==> src/rtl/ir_nec_pkg.sv <==
// rtl/ir_nec_pkg.sv - NEC decoder states, tick windows and helpers
package ir_nec_pkg;

  localparam int DUR_W = 11;

  typedef enum logic [2:0] {
    IDLE   = 3'd0,
    LEAD_L = 3'd1,
    LEAD_H = 3'd2,
    BIT_L  = 3'd3,
    BIT_H  = 3'd4,
    STOP_L = 3'd5,
    RPT_L  = 3'd6
  } state_t;

  // Pulse-width windows in 10 us ticks, inclusive at both ends
  localparam logic [DUR_W-1:0] LEAD_L_MIN = 11'd800;
  localparam logic [DUR_W-1:0] LEAD_L_MAX = 11'd1000;
  localparam logic [DUR_W-1:0] LEAD_H_MIN = 11'd400;
  localparam logic [DUR_W-1:0] LEAD_H_MAX = 11'd500;
  localparam logic [DUR_W-1:0] RPT_H_MIN  = 11'd180;
  localparam logic [DUR_W-1:0] RPT_H_MAX  = 11'd270;
  localparam logic [DUR_W-1:0] BURST_MIN  = 11'd40;
  localparam logic [DUR_W-1:0] BURST_MAX  = 11'd72;
  localparam logic [DUR_W-1:0] SP0_MIN    = 11'd40;
  localparam logic [DUR_W-1:0] SP0_MAX    = 11'd72;
  localparam logic [DUR_W-1:0] SP1_MIN    = 11'd140;
  localparam logic [DUR_W-1:0] SP1_MAX    = 11'd200;
  localparam logic [DUR_W-1:0] TIMEOUT    = 11'd1000;

  function automatic logic in_win(input logic [DUR_W-1:0] d,
                                  input logic [DUR_W-1:0] lo,
                                  input logic [DUR_W-1:0] hi);
    return (d >= lo) && (d <= hi);
  endfunction

endpackage

==> src/rtl/ir_pulse_timer.sv <==
// rtl/ir_pulse_timer.sv - IR pin synchroniser, edge detect and pulse duration counter
module ir_pulse_timer
  import ir_nec_pkg::*;
#(
  parameter int TICK_DIV = 120
) (
  input  logic             clk,
  input  logic             rst,
  input  logic             ir,
  output logic             rise,
  output logic             fall,
  output logic [DUR_W-1:0] dur
);

  localparam int PW = (TICK_DIV > 1) ? $clog2(TICK_DIV) : 1;
  localparam logic [PW-1:0] PRE_MAX = PW'(TICK_DIV - 1);

  logic          ir_m;
  logic          ir_s;
  logic          ir_d;
  logic [PW-1:0] pre;
  logic          tick;

  // Sync flops reset to the idle-high level so reset release never looks like an edge
  always_ff @(posedge clk or posedge rst) begin
    if (rst) begin
      ir_m <= 1'b1;
      ir_s <= 1'b1;
      ir_d <= 1'b1;
    end else begin
      ir_m <= ir;
      ir_s <= ir_m;
      ir_d <= ir_s;
    end
  end

  assign fall = ~ir_s & ir_d;
  assign rise = ir_s & ~ir_d;
  assign tick = (pre == PRE_MAX);

  always_ff @(posedge clk or posedge rst) begin
    if (rst) begin
      pre <= '0;
    end else if (tick) begin
      pre <= '0;
    end else begin
      pre <= pre + 1'b1;
    end
  end

  always_ff @(posedge clk or posedge rst) begin
    if (rst) begin
      dur <= '0;
    end else if (rise || fall) begin
      dur <= '0;
    end else if (tick && (dur != {DUR_W{1'b1}})) begin
      dur <= dur + 1'b1;
    end
  end

endmodule

==> src/rtl/ir_nec_ctrl.sv <==
// rtl/ir_nec_ctrl.sv - NEC frame decoder driving a command-toggled LED
module ir_nec_ctrl
  import ir_nec_pkg::*;
#(
  parameter int         TICK_DIV = 120,
  parameter logic [7:0] LED_CMD  = 8'h45,
  parameter logic [7:0] LED_ADDR = 8'h00
) (
  input  logic       clk,
  input  logic       rst,
  input  logic       ir,
  output logic       frame_vld,
  output logic [7:0] addr,
  output logic [7:0] cmd,
  output logic       rpt,
  output logic       err,
  output logic       led
);

  logic             rise;
  logic             fall;
  logic [DUR_W-1:0] dur;

  state_t           state;
  state_t           state_n;
  logic [4:0]       bitcnt;
  logic [4:0]       bitcnt_n;
  logic [31:0]      sr;
  logic [31:0]      sr_n;
  logic             have_frame;
  logic             frame_ok;
  logic             rpt_n;
  logic             err_n;
  logic             burst_ok;
  logic             sp0_ok;
  logic             sp1_ok;
  logic             inv_ok;

  ir_pulse_timer #(
    .TICK_DIV(TICK_DIV)
  ) u_timer (
    .clk  (clk),
    .rst  (rst),
    .ir   (ir),
    .rise (rise),
    .fall (fall),
    .dur  (dur)
  );

  assign burst_ok = in_win(dur, BURST_MIN, BURST_MAX);
  assign sp0_ok   = in_win(dur, SP0_MIN, SP0_MAX);
  assign sp1_ok   = in_win(dur, SP1_MIN, SP1_MAX);
  assign inv_ok   = (sr[15:8] == ~sr[7:0]) && (sr[31:24] == ~sr[23:16]);

  always_comb begin
    state_n  = state;
    bitcnt_n = bitcnt;
    sr_n     = sr;
    frame_ok = 1'b0;
    rpt_n    = 1'b0;
    err_n    = 1'b0;
    case (state)
      IDLE: begin
        if (fall) state_n = LEAD_L;
      end
      LEAD_L: begin
        // A short or long leader is treated as noise, not as a broken frame
        if (rise) state_n = in_win(dur, LEAD_L_MIN, LEAD_L_MAX) ? LEAD_H : IDLE;
      end
      LEAD_H: begin
        if (fall) begin
          if (in_win(dur, LEAD_H_MIN, LEAD_H_MAX)) begin
            state_n  = BIT_L;
            bitcnt_n = 5'd0;
          end else if (in_win(dur, RPT_H_MIN, RPT_H_MAX)) begin
            state_n = RPT_L;
          end else begin
            state_n = IDLE;
            err_n   = 1'b1;
          end
        end
      end
      BIT_L: begin
        if (rise) begin
          state_n = burst_ok ? BIT_H : IDLE;
          err_n   = ~burst_ok;
        end
      end
      BIT_H: begin
        if (fall) begin
          if (sp0_ok || sp1_ok) begin
            sr_n     = {sp1_ok, sr[31:1]};
            bitcnt_n = bitcnt + 5'd1;
            state_n  = (bitcnt == 5'd31) ? STOP_L : BIT_L;
          end else begin
            state_n = IDLE;
            err_n   = 1'b1;
          end
        end
      end
      STOP_L: begin
        if (rise) begin
          state_n  = IDLE;
          frame_ok = burst_ok && inv_ok;
          err_n    = ~(burst_ok && inv_ok);
        end
      end
      RPT_L: begin
        if (rise) begin
          state_n = IDLE;
          rpt_n   = burst_ok && have_frame;
          err_n   = ~burst_ok;
        end
      end
      default: state_n = IDLE;
    endcase
    if ((state != IDLE) && !(rise || fall) && (dur > TIMEOUT)) begin
      state_n = IDLE;
      err_n   = (state != LEAD_L);
    end
  end

  always_ff @(posedge clk or posedge rst) begin
    if (rst) begin
      state      <= IDLE;
      bitcnt     <= 5'd0;
      sr         <= 32'd0;
      have_frame <= 1'b0;
      frame_vld  <= 1'b0;
      rpt        <= 1'b0;
      err        <= 1'b0;
      addr       <= 8'd0;
      cmd        <= 8'd0;
      led        <= 1'b0;
    end else begin
      state     <= state_n;
      bitcnt    <= bitcnt_n;
      sr        <= sr_n;
      frame_vld <= frame_ok;
      rpt       <= rpt_n;
      err       <= err_n;
      if (frame_ok) begin
        addr       <= sr[7:0];
        cmd        <= sr[23:16];
        have_frame <= 1'b1;
        if ((sr[7:0] == LED_ADDR) && (sr[23:16] == LED_CMD)) led <= ~led;
      end
    end
  end

endmodule
==> config.mk <==
export PLATFORM = sky130hd
export DESIGN_NAME = ir_nec_ctrl
export DESIGN_NICKNAME = d
export VERILOG_FILES = /design/src/rtl/ir_nec_pkg.sv /design/src/rtl/ir_pulse_timer.sv /design/src/rtl/ir_nec_ctrl.sv
export SDC_FILE = /design/constraint.sdc
export NUM_CORES = 1
export LEC_CHECK = 0
export BUFFER_PORTS_ARGS = -buffer_cell sky130_fd_sc_hd__buf_2
export CAP_MARGIN = 10
export CELL_PAD_IN_SITES_DETAIL_PLACEMENT = 0
export CELL_PAD_IN_SITES_GLOBAL_PLACEMENT = 1
export CORE_MARGIN = 2
export CORE_UTILIZATION = 49
export CTS_CLUSTER_DIAMETER = 100
export DETAILED_ROUTE_END_ITERATION = 8
export PLACE_DENSITY_LB_ADDON = 0.05
export RECOVER_POWER = 100
export SETUP_SLACK_MARGIN = 0.4
export SYNTH_ARGS = -nofsm -noshare
export SYNTH_HDL_FRONTEND = slang
export SYNTH_SLANG_ARGS = --single-unit
export TNS_END_PERCENT = 5
==> constraint.sdc <==
create_clock -name clk -period 3.37 [get_ports clk]
set_clock_uncertainty 0.15 [all_clocks]
set_input_delay 0.1685 -clock clk [delete_from_list [all_inputs] [get_ports clk]]
set_output_delay 0.1685 -clock clk [all_outputs]
set_load 0.05 [all_outputs]
==> impl_metrics.toml, run 1 <==
[run_status]
status = "finished clean"

[synthesis]
netlist_instances = 350
yosys.area.top_type = "dfrtp_1"
avgSynthCellArea_um2 = 11.5
synth.top_cell.area_share = 0.490
synth_edf_count = 0
synth-seq-cells = 82
synth_area_leaders = "dfrtp_1, mux2_2, xnor2_1"
async_flop_share = 1.00
ys_seq_area_frac = 0.509
synth.distinct_cells = 62
synth_warnings = 0
syn_area_um2 = 4040
syn_nets = 360
synth_ff_type = "dfrtp_1"

[cts]
clk_path_buf_depth = 2
clk_pin_slew_worst_paths_ns = 0.08
cts-root-buf = "clkbuf_8"
h-tree-depth = 3
cts_sinks = 82
tritoncts = "built"
cts_setup_buffers = 0
clock_latency_ns = 0.35
cts-buffers-inserted = 9

[cells_and_area]
nets = 385
diodes = 0
syn_to_final_growth_pct = 8.65
final_layout_size_suffix_gt1_frac = 0.208

[placement]
post-dp-hpwl_mm = 5.29
post-place-ws_ns = 0.651
portBuffers = 22
finalWeightedCongestion = 0.789

[timing]
fin_crit_sh = 0.851
min_period_ns = 2.87
maxSlewViolCount = 0
setup_viol = 0
worst_slack_ns = 0.503
slew-limit-headroom = 0.0329
finalHoldViolCount = 0
setup_tns_ns = 0
rsz0062_at_grt = "no"
fmax_ghz = 0.349
worst-slew-pin-transition_ns = 1.45

[detailed_routing]
dr.pass1.iters = 4
wl_per_cell_um = 15.7
wl_mm = 7.61
drt_iter0_markers = 118
vias_per_cell = 5.47
num_vias = 2652
drcViolationCount = 0
ant_nets = 0

[worst_setup_path]
cp_data_arrival_time_ns = 2.95
crit_required_ns = 3.45
crit_path_start_kind = "flop"
crit_fanout = 17
end_kind = "flop"
worstSetupPathType = "flop to flop"

[power]
peakVddDrop_mv = 0.326
combinationalPowerShare = 0.048
p_per_area_nw_per_um2 = 417
seqPwrFrac = 0.555
p_sw_frac = 0.250
p_int_mw = 1.37
pwr-share-clk = 0.397
p_leak_nw = 2.01
netSwitchingPower_uw = 458

[floorplanning]
fp-row-count = 33
die_w_um = 94.8
initial_core_util = 0.499
core_area_um2 = 8090
die_area_um2 = 8980
die_height_um = 94.8
pin_count = 23

[global_route]
grt_pass1_wl_mm = 13.0
antenna_found_initial = 0
grt_max_degree = 38
overflow = 0
grt_pass1_vias = 2584
grt_usage = 0.188

[hold_path]
hold_class = "flop to flop"

[job]
max-cap-violations = 0
stage by stage:
step / power [mW] / util / cell area [um2] / std cells / hold slack, ns
4_1_cts: 1.86 / 0.549 / 4440 / 485 / 0.151
6_report: 1.83 / 0.542 / 4390 / 485 / 0.219
2_1_floorplan: 1.10 / - / 4040 / 350 / 0.0230
3_5_place_dp: 1.13 / 0.521 / 4220 / 467 / -0.00599
5_1_grt: 1.92 / 0.542 / 4390 / 485 / 0.224
3_3_place_gp: 1.12 / 0.521 / 4220 / 467 / -0.0141
sequential cells by signal (all words and copies together) (netlist names):
register      count
sr               32
u_timer.dur      11
addr              8
cmd               8
u_timer.pre       7
bitcnt            5
state             3
err               1
frame_vld         1
have_frame        1
led               1
rpt               1
u_timer.ir_d      1
u_timer.ir_m      1
u_timer.ir_s      1
cell usage in the layout (no fill, tap or decap), drive strengths merged, types with 10 or more instances in the layout:
master / Yosys / routed
nand3: 10 / 10
clkbuf: 5 / 33
o21ai: 19 / 19
mux2: 47 / 47
inv: 12 / 13
xnor2: 19 / 19
nand2: 27 / 27
and2: 12 / 12
xor2: 10 / 10
nor2: 20 / 20
dfrtp: 79 / 79
power by group through the flow:
stage,registers (mW),logic (mW),clock network (mW)
floorplan,1.02,0.0798,0
global placement,1.04,0.0884,0
detailed placement,1.03,0.0906,0
CTS,1.02,0.0921,0.749
global route,1.02,0.101,0.794
finish,1.02,0.0884,0.726
path summary, 6_finish.rpt:
| kind | depth (start not counted) | start | endpoint | slack, ns |
|---|---|---|---|---|
| max reg2reg | 9 | u_timer.dur[0] | cmd[7] | 0.50 |
| max | 9 | u_timer.dur[0] | cmd[7] | 0.50 |
| min reg2reg | 0 | u_timer.ir_m | u_timer.ir_s | 0.22 |
| max in group asynchronous | 4 | rst | state[1] | 0.99 |
| min in group asynchronous | 3 | rst | sr[15] | 0.32 |
| min | 0 | u_timer.ir_m | u_timer.ir_s | 0.22 |
repair_timing:
item,4_1_cts,5_1_grt
resized for setup,0,1
setup endpoints to repair,0,1
hold buffers,2,0
hold endpoints to repair,19,0
metal layers:
layer	vias to the layer above	GRT usage	part of all wire
met5	-	0	0
met4	0	0.0580	0.013
met3	10	0.0431	0.023
met2	21	0.268	0.43
met1	1338	0.284	0.53
li1	1283	-	-
Yosys cell counts (3+ instances only):
cell and n:
xnor2_1 19, and3_1 3, inv_1 12, nor3_1 6
nand4_1 5, a21oi_1 3, dfrtp_1 79, nand2_1 26
and2_1 12, nor4_1 7, nor2_1 20, clkbuf_1 4
xor2_1 10, nand2b_1 4, ha_1 7, nor2b_1 3
nand3_1 10, dfstp_2 3, buf_2 6, mux2_2 47
o21ai_0 16
critical path: stages, from the launching register on:
cell       delay [ns]
dfrtp_1          0.44
inv_1            0.11
ha_1             0.16
nand2b_2         0.08
a2111oi_4        0.38
o21ai_2          0.18
and4b_1          0.29
and2b_1          0.14
clkbuf_2         0.41
mux2_2           0.39
cells by family after synthesis:
kind of cell    count (synthesis)  synth area share
xor+xnor                       29            0.0629
flops                          82             0.509
mux                            48             0.134
compound gates                 43            0.0787
buf+inv                        26            0.0332
fa+ha+maj                       8            0.0242
simple gates                  114             0.158
layout make-up:
type / instances / area, um2
fillers: 770 / 3710
flip-flops and latches: 82 / 2060
multi-input cells: 242 / 1820
well taps: 105 / 131
clock buffers: 10 / 128
repair buffers: 28 / 126
clock inverters: 6 / 73.8
inverters: 12 / 46.3
(Power assumes the default switching activity.)
==> inputs of run 2 (changes only) <==
Settings changed: CORE_ASPECT_RATIO set to 0.6, SYNTH_HIERARCHICAL set to 1.
==> run 2 against run 1 <==
Setup slack lost 0.14 ns. First-iteration DRC count grew 71%. Global-route usage rose by 2.3 points. Sequential power barely moved. Fmax shrank 4.8%. Worst hold slack lost 0.0064 ns. Critical path type unchanged. Largest cell class unchanged. Largest power group unchanged.
==> impl_metrics.toml, run 2 <==
[cells_and_area]
top_regs = "sr: 32 flops, u_timer/dur: 11 flops"
diodes = 0
syn_to_final_growth_pct = 11.1
nets = 377
final_common_cell = "dfrtp_1"
final_area_um2 = 4520
multiInputGateArea_um2 = 1890
largest_reg_flops = 32
instances_no_fill = 481
final_cell_mix = "dfrtp_1, mux2_2, clkbuf_1, nand2_1"
fillers = 698
final_layout_size_suffix_gt1_frac = 0.196
regMostFlops = "sr"
seq_area_um2 = 2060

[synthesis]
netlist_instances = 345
async_flop_share = 1.00
synth.top_cell.area_share = 0.487
synth-seq-cells = 82
syn_nets = 354
synthTopCellsByCount = "dfrtp_1, mux2_2, nand2_1"
syn_area_um2 = 4060
yosys.area.top_type = "dfrtp_1"
avgSynthCellArea_um2 = 11.8
synth_edf_count = 0
synth_warnings = 6
synth.distinct_cells = 61
synth_area_leaders = "dfrtp_1, mux2_2, mux2_4"
synth_most_common_cell = "dfrtp_1"
ys_seq_area_frac = 0.506
synth_ff_type = "dfrtp_1"

[worst_setup_path]
crit_chain = "xnor2_1 > or4_1 > or4_1 > or3_1 > clkbuf_2 > mux2_4"
cp_data_arrival_time_ns = 3.08
crit_path_start_kind = "flop"
crit_required_ns = 3.44
cpMaxStageDelayCell = "or4_1"
end_kind = "flop"
timing.rr.start = "sr[1]"
r2r_end = "addr[4]"
ff2ff_path_depth = 6
cpPeakStageDelay_ns = 0.51
worstSetupPathType = "flop to flop"
ff2ff_setup_slack_ns = 0.36
crit_fanout = 16
cpMostUsedCell = "or4_1"

[cts]
tritoncts = "built"
clk_path_buf_depth = 2
cts-buffers-inserted = 9
cts-root-buf = "clkbuf_16"
cts_sinks = 82
h-tree-depth = 3
clock_latency_ns = 0.34
clk_pin_slew_worst_paths_ns = 0.06
cts_setup_buffers = 0

[hold_path]
hold_class = "flop to flop"
holdPathEnd = "u_timer/ir_s"
whs_path_depth = 0
hold_start = "u_timer/ir_m"

[detailed_routing]
vias_per_cell = 5.84
wl_per_cell_um = 18.1
drt_iter0_markers = 202
wl_mm = 8.72
ant_nets = 0
drcViolationCount = 0
num_vias = 2810
dr.pass1.iters = 5

[placement]
portBuffers = 22
finalWeightedCongestion = 0.838
placed_cells = 463
dpl_cell_area_um2 = 4260
post-dp-hpwl_mm = 6.15

[timing]
setup_tns_ns = 0
rsz0062_at_grt = "no"
fmax_ghz = 0.332
finalHoldViolCount = 0
slew-limit-headroom = 0.284
holdWs_ns = 0.212
worst-slew-pin-transition_ns = 1.07
maxSlewViolCount = 0
setup_viol = 0
min_period_ns = 3.01
fin_crit_sh = 0.893

[global_route]
overflow = 0
grt_pass1_vias = 2601
grt_pass1_wl_mm = 14.2
grt_usage = 0.211
grt_max_degree = 40
antenna_found_initial = 0

[floorplanning]
pin_count = 23
initial_core_util = 0.511
die_height_um = 74.5
core_area_um2 = 7950
die_area_um2 = 9060
die_w_um = 122
fp-row-count = 25

[power]
p_leak_nw = 2.05
peakVddDrop_mv = 0.282
p_per_area_nw_per_um2 = 432

[job]
max-cap-violations = 0

[run_status]
status = "finished clean"
## run 2: cell count changes after synthesis, sizes merged, moves of 4 or more
| cell | change |
|---|---|
| nor2 | -8 |
| and2 | -12 |
| xnor2 | -9 |
| nand2 | -14 |
| buf | -4 |
| o31ai | +7 |
| or4 | +8 |
| o21ai | -11 |
| clkbuf | +6 |
| a21oi | +5 |
## run 2: cells by family (layout without fill, tap and decap cells)
logic type,after synthesis,after routing,share of synthesized area
multiplexers,50,50,0.146
buffers and inverters,26,54,0.0305
flip-flops,82,82,0.506
AO/OA/AOI/OAI,59,59,0.104
XOR/XNOR,22,22,0.0474
adder cells (fa/ha/maj),6,6,0.0185
AND/OR/NAND/NOR,100,100,0.148
## run 2: critical path, delay by kind of cell, from the launching register on
family,cells,cell delay [ns]
AND/OR/NAND/NOR,3,1.35
XOR/XNOR,1,0.16
flip-flops,1,0.43
buffers and inverters,1,0.38
multiplexers,1,0.41
## run 2: worst max-delay path by stage
| stage | slack [ns] | cells past startpoint | endpoint | startpoint |
|---|---|---|---|---|
| global route | 0.22 | 6 | cmd[5] | sr[1] |
| floorplan | 0.68 | 7 | addr[0] | sr[1] |
| finish | 0.36 | 6 | addr[4] | sr[1] |
| detailed placement | 0.59 | 6 | addr[4] | sr[1] |
| global placement | 0.65 | 6 | addr[0] | sr[1] |
| CTS | 0.58 | 6 | addr[4] | sr[1] |
## run 2: layout make-up
class,instances,area share
Sequential cell,82,0.455
Tap cell,108,0.0299
Clock inverter,4,0.00582
Timing Repair Buffer,28,0.0285
Inverter,10,0.00831
Multi-Input combinational cell,237,0.418
Clock buffer,12,0.0546
## run 2: per-layer routing
layer / up-vias / global-route usage / part of all wire
li1: 1338 / - / -
met1: 1388 / 0.345 / 0.55
met2: 73 / 0.261 / 0.39
met3: 11 / 0.0583 / 0.049
met4: 0 / 0.0651 / 0.012
met5: - / 0 / 0
## run 2: metrics by stage
stage,total power [mW],worst slack [ns],util
6_report,1.95,0.360,0.568
3_3_place_gp,1.07,0.646,0.537
3_5_place_dp,1.07,0.594,0.537
4_1_cts,1.97,0.582,0.574
5_1_grt,2.02,0.218,0.568
2_1_floorplan,1.05,0.681,-
## run 2: power by group
group	total, mW	leakage (nW)	switching, mW	internal [mW]
clock	0.899	0.133	0.380	0.519
combinational	0.0506	0.798	0.0372	0.0134
sequential	1.00	1.12	0.00983	0.990
total	1.95	2.05	0.427	1.52
## run 2: timing repair
| action | CTS | global route |
|---|---|---|
| hold buffers | 2 | 0 |
| gates resized for setup | 0 | 0 |
| hold endpoints to repair | 47 | 0 |
